$ cat src/rtl/execute_cycle_ext_if.sv
// E-stage operand/control bundle and EX/MEM register outputs of the execute stage.
// The master side feeds E-stage values and consumes M outputs; the slave side is the stage itself.
interface execute_cycle_ext_if #(
    parameter int XLEN = 32,
    parameter int REGW = 5
);
    logic            valid_e;
    logic [XLEN-1:0] RD1_E;
    logic [XLEN-1:0] RD2_E;
    logic [XLEN-1:0] Imm_Ext_E;
    logic [XLEN-1:0] PCE;
    logic [XLEN-1:0] PCPlus4E;
    logic [REGW-1:0] RD_E;
    logic            RegWriteE;
    logic            MemWriteE;
    logic            ALUSrcE;
    logic            BranchE;
    logic            JumpE;
    logic            MulE;
    logic [1:0]      ResultSrcE;
    logic [3:0]      ALUControlE;
    logic [2:0]      BranchF3E;
    logic            MulHiE;
    logic [1:0]      ForwardAE;
    logic [1:0]      ForwardBE;
    logic [XLEN-1:0] ResultW;
    logic            FlushE;

    logic [XLEN-1:0] ALUResultM;
    logic [XLEN-1:0] WriteDataM;
    logic [XLEN-1:0] PCPlus4M;
    logic [REGW-1:0] RD_M;
    logic            RegWriteM;
    logic            MemWriteM;
    logic            valid_m;
    logic [1:0]      ResultSrcM;
    logic [XLEN-1:0] PCTargetE;
    logic            PCSrcE;
    logic            stall_e;

    modport master (
        output valid_e, RD1_E, RD2_E, Imm_Ext_E, PCE, PCPlus4E, RD_E,
               RegWriteE, MemWriteE, ALUSrcE, BranchE, JumpE, MulE,
               ResultSrcE, ALUControlE, BranchF3E, MulHiE,
               ForwardAE, ForwardBE, ResultW, FlushE,
        input  ALUResultM, WriteDataM, PCPlus4M, RD_M, RegWriteM, MemWriteM,
               valid_m, ResultSrcM, PCTargetE, PCSrcE, stall_e
    );

    modport slave (
        input  valid_e, RD1_E, RD2_E, Imm_Ext_E, PCE, PCPlus4E, RD_E,
               RegWriteE, MemWriteE, ALUSrcE, BranchE, JumpE, MulE,
               ResultSrcE, ALUControlE, BranchF3E, MulHiE,
               ForwardAE, ForwardBE, ResultW, FlushE,
        output ALUResultM, WriteDataM, PCPlus4M, RD_M, RegWriteM, MemWriteM,
               valid_m, ResultSrcM, PCTargetE, PCSrcE, stall_e
    );
endinterface

$ cat src/rtl/execute_cycle_ext.sv
// RISC-V execute stage: forwarding, ALU, branch/jump resolution, iterative shift-add
// multiplier (MUL/MULHU) that stalls the front end, and the EX/MEM pipeline register.
module execute_cycle_ext #(
    parameter int XLEN = 32,
    parameter int REGW = 5
) (
    input logic                clk,
    input logic                rst,
    execute_cycle_ext_if.slave bus
);
    localparam int SHW = $clog2(XLEN);
    localparam int PW  = 2 * XLEN;

    typedef enum logic [1:0] {
        IDLE = 2'd0,
        BUSY = 2'd1,
        DONE = 2'd2
    } mul_state_t;

    mul_state_t state_q;
    mul_state_t state_d;

    logic [XLEN-1:0] src_a;
    logic [XLEN-1:0] fwd_b;
    logic [XLEN-1:0] src_b;
    logic [XLEN-1:0] alu_res;
    logic            br_cond;
    logic            mul_req;
    logic            mul_start;
    logic            cnt_last;
    logic            stall;
    logic            bubble;
    logic [XLEN-1:0] product;

    logic [XLEN-1:0] op_a_p1;
    logic [XLEN-1:0] op_b_p1;
    logic            hi_p1;
    logic [PW-1:0]   acc_p1;
    logic [SHW-1:0]  cnt_p1;

    logic [XLEN-1:0] alu_result_p2;
    logic [XLEN-1:0] write_data_p2;
    logic [XLEN-1:0] pc_plus4_p2;
    logic [REGW-1:0] rd_p2;
    logic            reg_write_p2;
    logic            mem_write_p2;
    logic            vld_p2;
    logic [1:0]      result_src_p2;

    function automatic logic [XLEN-1:0] fwd_sel(
        input logic [1:0]      sel,
        input logic [XLEN-1:0] rf_val,
        input logic [XLEN-1:0] wb_val,
        input logic [XLEN-1:0] mem_val
    );
        case (sel)
            2'b01:   return wb_val;
            2'b10:   return mem_val;
            default: return rf_val;
        endcase
    endfunction

    function automatic logic [XLEN-1:0] alu_op(
        input logic [3:0]      ctl,
        input logic [XLEN-1:0] a,
        input logic [XLEN-1:0] b
    );
        logic signed [XLEN-1:0] sa;
        logic signed [XLEN-1:0] sb;
        logic [SHW-1:0]         shamt;
        sa    = a;
        sb    = b;
        shamt = b[SHW-1:0];
        case (ctl)
            4'd0:    return a + b;
            4'd1:    return a - b;
            4'd2:    return a & b;
            4'd3:    return a | b;
            4'd4:    return a ^ b;
            4'd5:    return {{(XLEN-1){1'b0}}, (sa < sb)};
            4'd6:    return {{(XLEN-1){1'b0}}, (a < b)};
            4'd7:    return a << shamt;
            4'd8:    return a >> shamt;
            4'd9:    return XLEN'(sa >>> shamt);
            default: return '0;
        endcase
    endfunction

    function automatic logic branch_taken(
        input logic [2:0]      f3,
        input logic [XLEN-1:0] a,
        input logic [XLEN-1:0] b
    );
        logic signed [XLEN-1:0] sa;
        logic signed [XLEN-1:0] sb;
        sa = a;
        sb = b;
        case (f3)
            3'b000:  return (a == b);
            3'b001:  return (a != b);
            3'b100:  return (sa < sb);
            3'b101:  return (sa >= sb);
            3'b110:  return (a < b);
            3'b111:  return (a >= b);
            default: return 1'b0;
        endcase
    endfunction

    // ---- stage p0: operand selection, ALU, branch resolution ----
    assign src_a   = fwd_sel(bus.ForwardAE, bus.RD1_E, bus.ResultW, alu_result_p2);
    assign fwd_b   = fwd_sel(bus.ForwardBE, bus.RD2_E, bus.ResultW, alu_result_p2);
    assign src_b   = bus.ALUSrcE ? bus.Imm_Ext_E : fwd_b;
    assign alu_res = alu_op(bus.ALUControlE, src_a, src_b);
    assign br_cond = branch_taken(bus.BranchF3E, src_a, fwd_b);

    assign bus.PCTargetE = bus.PCE + bus.Imm_Ext_E;
    assign bus.PCSrcE    = bus.valid_e & ~bus.FlushE & ~stall & ~rst &
                           ((bus.BranchE & br_cond) | bus.JumpE);

    // rst is folded in so the stall request drops the instant reset is asserted
    assign mul_req   = bus.valid_e & bus.MulE & ~bus.FlushE & ~rst;
    assign mul_start = (state_q == IDLE) & mul_req;
    assign cnt_last  = (cnt_p1 == SHW'(XLEN - 1));
    assign product   = hi_p1 ? acc_p1[PW-1:XLEN] : acc_p1[XLEN-1:0];

    always_ff @(posedge clk or posedge rst) begin
        if (rst) begin
            state_q <= IDLE;
        end else begin
            state_q <= state_d;
        end
    end

    always_comb begin
        state_d = state_q;
        stall   = 1'b0;
        case (state_q)
            IDLE: begin
                if (mul_req) begin
                    state_d = BUSY;
                    stall   = 1'b1;
                end
            end
            BUSY: begin
                stall = 1'b1;
                if (bus.FlushE) begin
                    state_d = IDLE;
                end else if (cnt_last) begin
                    state_d = DONE;
                end
            end
            DONE: begin
                state_d = IDLE;
            end
            default: begin
                state_d = IDLE;
            end
        endcase
    end

    assign bus.stall_e = stall;

    // ---- stage p1: multiplier operand latches and shift-add accumulator ----
    always_ff @(posedge clk or posedge rst) begin
        if (rst) begin
            op_a_p1 <= '0;
            op_b_p1 <= '0;
            hi_p1   <= 1'b0;
            acc_p1  <= '0;
            cnt_p1  <= '0;
        end else if (mul_start) begin
            op_a_p1 <= src_a;
            op_b_p1 <= fwd_b;
            hi_p1   <= bus.MulHiE;
            acc_p1  <= '0;
            cnt_p1  <= '0;
        end else if (state_q == BUSY) begin
            if (op_b_p1[cnt_p1]) begin
                acc_p1 <= acc_p1 + ({{XLEN{1'b0}}, op_a_p1} << cnt_p1);
            end
            cnt_p1 <= cnt_p1 + SHW'(1);
        end
    end

    // ---- stage p2: EX/MEM register ----
    assign bubble = bus.FlushE | ~bus.valid_e | stall;

    always_ff @(posedge clk or posedge rst) begin
        if (rst) begin
            alu_result_p2 <= '0;
            write_data_p2 <= '0;
            pc_plus4_p2   <= '0;
            rd_p2         <= '0;
            result_src_p2 <= '0;
            reg_write_p2  <= 1'b0;
            mem_write_p2  <= 1'b0;
            vld_p2        <= 1'b0;
        end else if (bubble) begin
            reg_write_p2 <= 1'b0;
            mem_write_p2 <= 1'b0;
            vld_p2       <= 1'b0;
        end else begin
            // In DONE the forwarding paths may have moved on; use the latched operand
            alu_result_p2 <= (state_q == DONE) ? product : alu_res;
            write_data_p2 <= (state_q == DONE) ? op_b_p1 : fwd_b;
            pc_plus4_p2   <= bus.PCPlus4E;
            rd_p2         <= bus.RD_E;
            result_src_p2 <= bus.ResultSrcE;
            reg_write_p2  <= bus.RegWriteE;
            mem_write_p2  <= bus.MemWriteE;
            vld_p2        <= 1'b1;
        end
    end

    assign bus.ALUResultM = alu_result_p2;
    assign bus.WriteDataM = write_data_p2;
    assign bus.PCPlus4M   = pc_plus4_p2;
    assign bus.RD_M       = rd_p2;
    assign bus.ResultSrcM = result_src_p2;
    assign bus.RegWriteM  = reg_write_p2;
    assign bus.MemWriteM  = mem_write_p2;
    assign bus.valid_m    = vld_p2;
endmodule

$ cat src/flat_wrapper.sv
// flat-port wrapper written by rule: the top's interface ports become plain ports
module execute_cycle_ext_flat 
#(
    parameter int XLEN = 32,
    parameter int REGW = 5
)
  (clk, rst, bus_valid_e, bus_RD1_E, bus_RD2_E, bus_Imm_Ext_E, bus_PCE, bus_PCPlus4E, bus_RD_E, bus_RegWriteE, bus_MemWriteE, bus_ALUSrcE, bus_BranchE, bus_JumpE, bus_MulE, bus_ResultSrcE, bus_ALUControlE, bus_BranchF3E, bus_MulHiE, bus_ForwardAE, bus_ForwardBE, bus_ResultW, bus_FlushE, bus_ALUResultM, bus_WriteDataM, bus_PCPlus4M, bus_RD_M, bus_RegWriteM, bus_MemWriteM, bus_valid_m, bus_ResultSrcM, bus_PCTargetE, bus_PCSrcE, bus_stall_e);
  execute_cycle_ext_if #(.XLEN(XLEN), .REGW(REGW)) bus_i ();
  input logic clk;
  input logic rst;
  input wire logic [$bits(bus_i.valid_e)-1:0] bus_valid_e;
  input wire logic [$bits(bus_i.RD1_E)-1:0] bus_RD1_E;
  input wire logic [$bits(bus_i.RD2_E)-1:0] bus_RD2_E;
  input wire logic [$bits(bus_i.Imm_Ext_E)-1:0] bus_Imm_Ext_E;
  input wire logic [$bits(bus_i.PCE)-1:0] bus_PCE;
  input wire logic [$bits(bus_i.PCPlus4E)-1:0] bus_PCPlus4E;
  input wire logic [$bits(bus_i.RD_E)-1:0] bus_RD_E;
  input wire logic [$bits(bus_i.RegWriteE)-1:0] bus_RegWriteE;
  input wire logic [$bits(bus_i.MemWriteE)-1:0] bus_MemWriteE;
  input wire logic [$bits(bus_i.ALUSrcE)-1:0] bus_ALUSrcE;
  input wire logic [$bits(bus_i.BranchE)-1:0] bus_BranchE;
  input wire logic [$bits(bus_i.JumpE)-1:0] bus_JumpE;
  input wire logic [$bits(bus_i.MulE)-1:0] bus_MulE;
  input wire logic [$bits(bus_i.ResultSrcE)-1:0] bus_ResultSrcE;
  input wire logic [$bits(bus_i.ALUControlE)-1:0] bus_ALUControlE;
  input wire logic [$bits(bus_i.BranchF3E)-1:0] bus_BranchF3E;
  input wire logic [$bits(bus_i.MulHiE)-1:0] bus_MulHiE;
  input wire logic [$bits(bus_i.ForwardAE)-1:0] bus_ForwardAE;
  input wire logic [$bits(bus_i.ForwardBE)-1:0] bus_ForwardBE;
  input wire logic [$bits(bus_i.ResultW)-1:0] bus_ResultW;
  input wire logic [$bits(bus_i.FlushE)-1:0] bus_FlushE;
  output wire logic [$bits(bus_i.ALUResultM)-1:0] bus_ALUResultM;
  output wire logic [$bits(bus_i.WriteDataM)-1:0] bus_WriteDataM;
  output wire logic [$bits(bus_i.PCPlus4M)-1:0] bus_PCPlus4M;
  output wire logic [$bits(bus_i.RD_M)-1:0] bus_RD_M;
  output wire logic [$bits(bus_i.RegWriteM)-1:0] bus_RegWriteM;
  output wire logic [$bits(bus_i.MemWriteM)-1:0] bus_MemWriteM;
  output wire logic [$bits(bus_i.valid_m)-1:0] bus_valid_m;
  output wire logic [$bits(bus_i.ResultSrcM)-1:0] bus_ResultSrcM;
  output wire logic [$bits(bus_i.PCTargetE)-1:0] bus_PCTargetE;
  output wire logic [$bits(bus_i.PCSrcE)-1:0] bus_PCSrcE;
  output wire logic [$bits(bus_i.stall_e)-1:0] bus_stall_e;
  assign bus_i.valid_e = bus_valid_e;
  assign bus_i.RD1_E = bus_RD1_E;
  assign bus_i.RD2_E = bus_RD2_E;
  assign bus_i.Imm_Ext_E = bus_Imm_Ext_E;
  assign bus_i.PCE = bus_PCE;
  assign bus_i.PCPlus4E = bus_PCPlus4E;
  assign bus_i.RD_E = bus_RD_E;
  assign bus_i.RegWriteE = bus_RegWriteE;
  assign bus_i.MemWriteE = bus_MemWriteE;
  assign bus_i.ALUSrcE = bus_ALUSrcE;
  assign bus_i.BranchE = bus_BranchE;
  assign bus_i.JumpE = bus_JumpE;
  assign bus_i.MulE = bus_MulE;
  assign bus_i.ResultSrcE = bus_ResultSrcE;
  assign bus_i.ALUControlE = bus_ALUControlE;
  assign bus_i.BranchF3E = bus_BranchF3E;
  assign bus_i.MulHiE = bus_MulHiE;
  assign bus_i.ForwardAE = bus_ForwardAE;
  assign bus_i.ForwardBE = bus_ForwardBE;
  assign bus_i.ResultW = bus_ResultW;
  assign bus_i.FlushE = bus_FlushE;
  assign bus_ALUResultM = bus_i.ALUResultM;
  assign bus_WriteDataM = bus_i.WriteDataM;
  assign bus_PCPlus4M = bus_i.PCPlus4M;
  assign bus_RD_M = bus_i.RD_M;
  assign bus_RegWriteM = bus_i.RegWriteM;
  assign bus_MemWriteM = bus_i.MemWriteM;
  assign bus_valid_m = bus_i.valid_m;
  assign bus_ResultSrcM = bus_i.ResultSrcM;
  assign bus_PCTargetE = bus_i.PCTargetE;
  assign bus_PCSrcE = bus_i.PCSrcE;
  assign bus_stall_e = bus_i.stall_e;
  execute_cycle_ext #(.XLEN(XLEN), .REGW(REGW)) u_core (.clk(clk), .rst(rst), .bus(bus_i));
endmodule
$ cat config.mk
export PLATFORM = sky130hd
export DESIGN_NAME = execute_cycle_ext_flat
export DESIGN_NICKNAME = d
export VERILOG_FILES = /design/src/rtl/execute_cycle_ext_if.sv /design/src/rtl/execute_cycle_ext.sv /design/src/flat_wrapper.sv
export SDC_FILE = /design/constraint.sdc
export NUM_CORES = 2
export LEC_CHECK = 0
export CORE_MARGIN = 5
export CORE_UTILIZATION = 50
export CTS_CLUSTER_SIZE = 25
export DETAILED_ROUTE_END_ITERATION = 16
export GPL_TIMING_DRIVEN = 1
export PLACE_DENSITY = 0.79
export SKIP_CTS_REPAIR_TIMING = 1
export SYNTH_ARGS = -nofsm -noshare
export SYNTH_HDL_FRONTEND = slang
export SYNTH_SLANG_ARGS = --single-unit
$ cat constraint.sdc
create_clock -name clk -period 17.9 [get_ports clk]
set_clock_uncertainty 0.05 [all_clocks]
set_input_delay 3.58 -clock clk [delete_from_list [all_inputs] [get_ports clk]]
set_output_delay 3.58 -clock clk [all_outputs]
set_load 0.02 [all_outputs]
==> flow_metrics.py <==
metrics = {
    "die": {
        "pin_count": 361,
        "core_area_um2": 54000,
        "die_width_um": 244,
        "row_count": 85,
        "floorplan.initialDensity_pct": 50.7,
        "dieArea_um2": 59500,
        "die_y_um": 244,
    },
    "setup_path": {
        "crit_required_ns": 14.27,
        "endpoint_kind": "primary output",
        "cpMostUsedCell": "a21o_1",
        "path_delay_family": "compound AO/OA/AOI/OAI gates",
        "startpoint_type": "primary input",
        "slowest_stage": "clkdlybuf4s50_1",
        "crit_chain": "clkdlybuf4s50_1 -> inv_1 -> ha_1 -> buf_4 -> inv_1 -> buf_4 -> o21ai_0 -> ha_1 -> a21o_1 -> a21o_1 -> a21o_1 -> a211oi_1 -> o21bai_1 -> a221oi_1 -> o221ai_1 -> mux2_2 -> o2111ai_1 -> a211oi_1 -> clkdlybuf4s50_1",
        "cp_max_fo": 35,
        "r2r_setup_slack_ns": 11.44,
        "critPathArrivalTime_ns": 8.81,
        "crit_buf_inv": 6,
        "max_stage_delay_ns": 0.65,
        "critPathKind": "primary input to primary output",
    },
    "cells_and_area": {
        "area_growth_pct": 18.3,
        "design_area_um2": 32400,
        "drive_gt1_share_pct": 5.97,
        "final_common_cell": "nand2_1",
        "fin_util_pct": 60.0,
        "multiInputGateArea_um2": 19800,
        "fill_cells": 5073,
        "layout_common_cells": "nand2_1 (550), o21ai_0 (450), clkdlybuf4s50_1 (359)",
        "final_cells": 4591,
        "fin_nets": 4318,
        "regArea_um2": 6060,
    },
    "sta": {
        "tightest_slew_ns": 1.41,
        "rsz0062_at_grt": "false",
        "whs_ns": 0.421,
        "fin_tns_setup_ns": 0,
        "fin_crit_ns": 12.44,
        "finalSetupViolCount": 0,
        "finalWorstSetupSlack_ns": 5.46,
        "fmax_mhz": 80.4,
        "max_slew_margin_pct": 3.83,
        "final_max_slew_viol_count": 0,
        "final.period_utilization_pct": 69.5,
        "finalHoldViolations": 0,
    },
    "synth": {
        "ys_ff_latch": 242,
        "postSynthCellCount": 3670,
        "ys_async_sr_fraction_pct": 100,
        "synthFlopType": "dfrtp_1",
        "yosysUniqueCellTypes": 96,
        "syn_nets": 4125,
        "yosys-top-cells-area": "dfrtp_1 (22%), ha_1 (11%), o21ai_0 (8.2%), nand2_1 (7.6%), a21oi_1 (5.2%)",
        "synth-edff-count": 0,
        "syn_avg_cell_area_um2": 7.46,
        "yosys_warnings": 0,
        "yosys.area.top_type_share_pct": 22.1,
        "synth_top_cell_by_area": "dfrtp_1",
        "ys_seq_area_share_pct": 22.1,
        "synth_area_um2": 27400,
    },
    "grt": {
        "overflow": 0,
        "grt_pass1_wl_um": 192000,
        "grt_pass1_vias": 28071,
        "grt_util_all_layers_pct": 42.2,
        "antenna_found_initial": 14,
        "grt_max_degree": 201,
    },
    "clock_tree": {
        "htree_levels": 1,
        "cts_buffer_depth": 3,
        "cts_buffers": 31,
        "clock_latency_ns": 0.64,
        "path_clk_slew_ns": 0.06,
        "cts_tree": "built",
        "clock-sinks": 242,
        "cts-root-buf": "clkbuf_16",
    },
    "worst_hold_path": {
        "hold_path_class": "register to register",
    },
    "drt": {
        "vias": 31191,
        "via_per_inst": 6.79,
        "post_drt_wl_per_cell_um": 28.9,
        "first_pass_iters": 8,
        "drt_iter0_markers": 4595,
        "remaining_drc_errors": 0,
        "drtAntennaViolNets": 0,
        "wirelength_um": 133000,
    },
    "placed_design": {
        "dp_hpwl_um": 102000,
        "post-place-ws_ns": 5.65,
        "place.gp.congestion": 1.07,
        "port_buffers": 360,
        "place_inst": 4526,
        "place_area_um2": 31300,
    },
    "run_status": {
        "outcome": "finished, final reports clean",
    },
    "flow_run": {
        "drv_cap": 0,
    },
    "power_and_ir_drop": {
        "powerDensity_nw_per_um2": 118,
        "power_mw": 3.82,
        "peakVddDrop_mv": 0.0841,
        "p_leak_nw": 14.0,
    },
}
==> power by group <==
| part | internal, mW | switching (mW) | total (mW) | leakage (nW) |
|---|---|---|---|---|
| Combinational | 0.845 | 1.44 | 2.28 | 10.4 |
| Clock | 0.384 | 0.289 | 0.672 | 0.506 |
| Sequential | 0.688 | 0.175 | 0.863 | 3.11 |
| Total | 1.92 | 1.90 | 3.82 | 14.0 |
==> flip-flops by register name (all words and copies together), names as in the netlist <==
name                   count
u_core.acc_p1             64
u_core.bus.ALUResultM     32
u_core.bus.PCPlus4M       32
u_core.bus.WriteDataM     32
u_core.op_a_p1            32
u_core.op_b_p1            32
u_core.bus.RD_M            5
u_core.cnt_p1              5
u_core.bus.ResultSrcM      2
u_core.state_q             2
u_core.bus.MemWriteM       1
u_core.bus.RegWriteM       1
u_core.bus.valid_m         1
u_core.hi_p1               1
==> cell usage after synthesis, types with 21 or more instances <==
library cell and number:
nand2b_1 27, mux2i_1 140, o21a_1 30, nor2_1 271, o211ai_1 36, nor3_1 52, clkbuf_1 171, xor2_1 36
o21bai_1 40, xnor2_1 60, mux4_2 34, nand2_1 552, ha_1 230, mux2_2 27, a21o_1 75, a31oi_1 46
a211oi_1 44, buf_2 35, a21oi_1 284, o21ai_0 451, nor2b_1 31, dfrtp_1 242, nand4_1 28, buf_1 38
a2111oi_0 21, a22oi_1 48, o22ai_1 49, a221o_1 43, inv_1 133, nand3_1 128
==> tightest hold or removal path, delay by kind of cell (launching register included) <==
kind | cells | cell delay, ns
simple gates | 2 | 0.10
flops | 1 | 0.34
==> metal layers <==
layer  track usage [%]  up-vias  part of all wire (%)
li1                  -    13810                     -
met1              58.8    14746                    40
met2              60.2     2249                    41
met3              12.3      380                    13
met4              19.4        6                   6.0
met5                 0        -                 0.032
==> area by class of cell <==
type | count | share of cell area (%)
diodes | 9 | 0.0695
flip-flops and latches | 242 | 18.7
multi-input cells | 3031 | 61.1
clock inverters | 14 | 0.552
inverters | 138 | 1.63
well taps | 696 | 2.69
repair buffers | 419 | 12.6
clock buffers | 42 | 2.68
==> worst paths after layout <==
path	start	endpoint	cells past startpoint
worst max-delay path	bus_ForwardBE[0]	bus_PCSrcE	19
worst min-delay path	u_core.bus.PCPlus4M[1]$_DFFE_PP0P_	u_core.bus.PCPlus4M[1]$_DFFE_PP0P_	2
worst max register to register	u_core.cnt_p1[1]$_DFFE_PP0N_	u_core.acc_p1[63]$_DFFE_PP0P_	20
worst min register to register	u_core.bus.PCPlus4M[1]$_DFFE_PP0P_	u_core.bus.PCPlus4M[1]$_DFFE_PP0P_	2
max in group asynchronous	rst	u_core.hi_p1$_DFFE_PP0P_	3
min in group asynchronous	rst	u_core.op_b_p1[22]$_DFFE_PP0P_	2
==> cells by family after synthesis <==
group / share of synthesized area, %
AO/OA/AOI/OAI: 30.2
AND/OR/NAND/NOR: 19.0
buffers and inverters: 5.86
flip-flops: 22.1
adder cells (fa/ha/maj): 10.8
multiplexers: 9.03
XOR/XNOR: 3.07
Power figures use the tool's default switching activity.
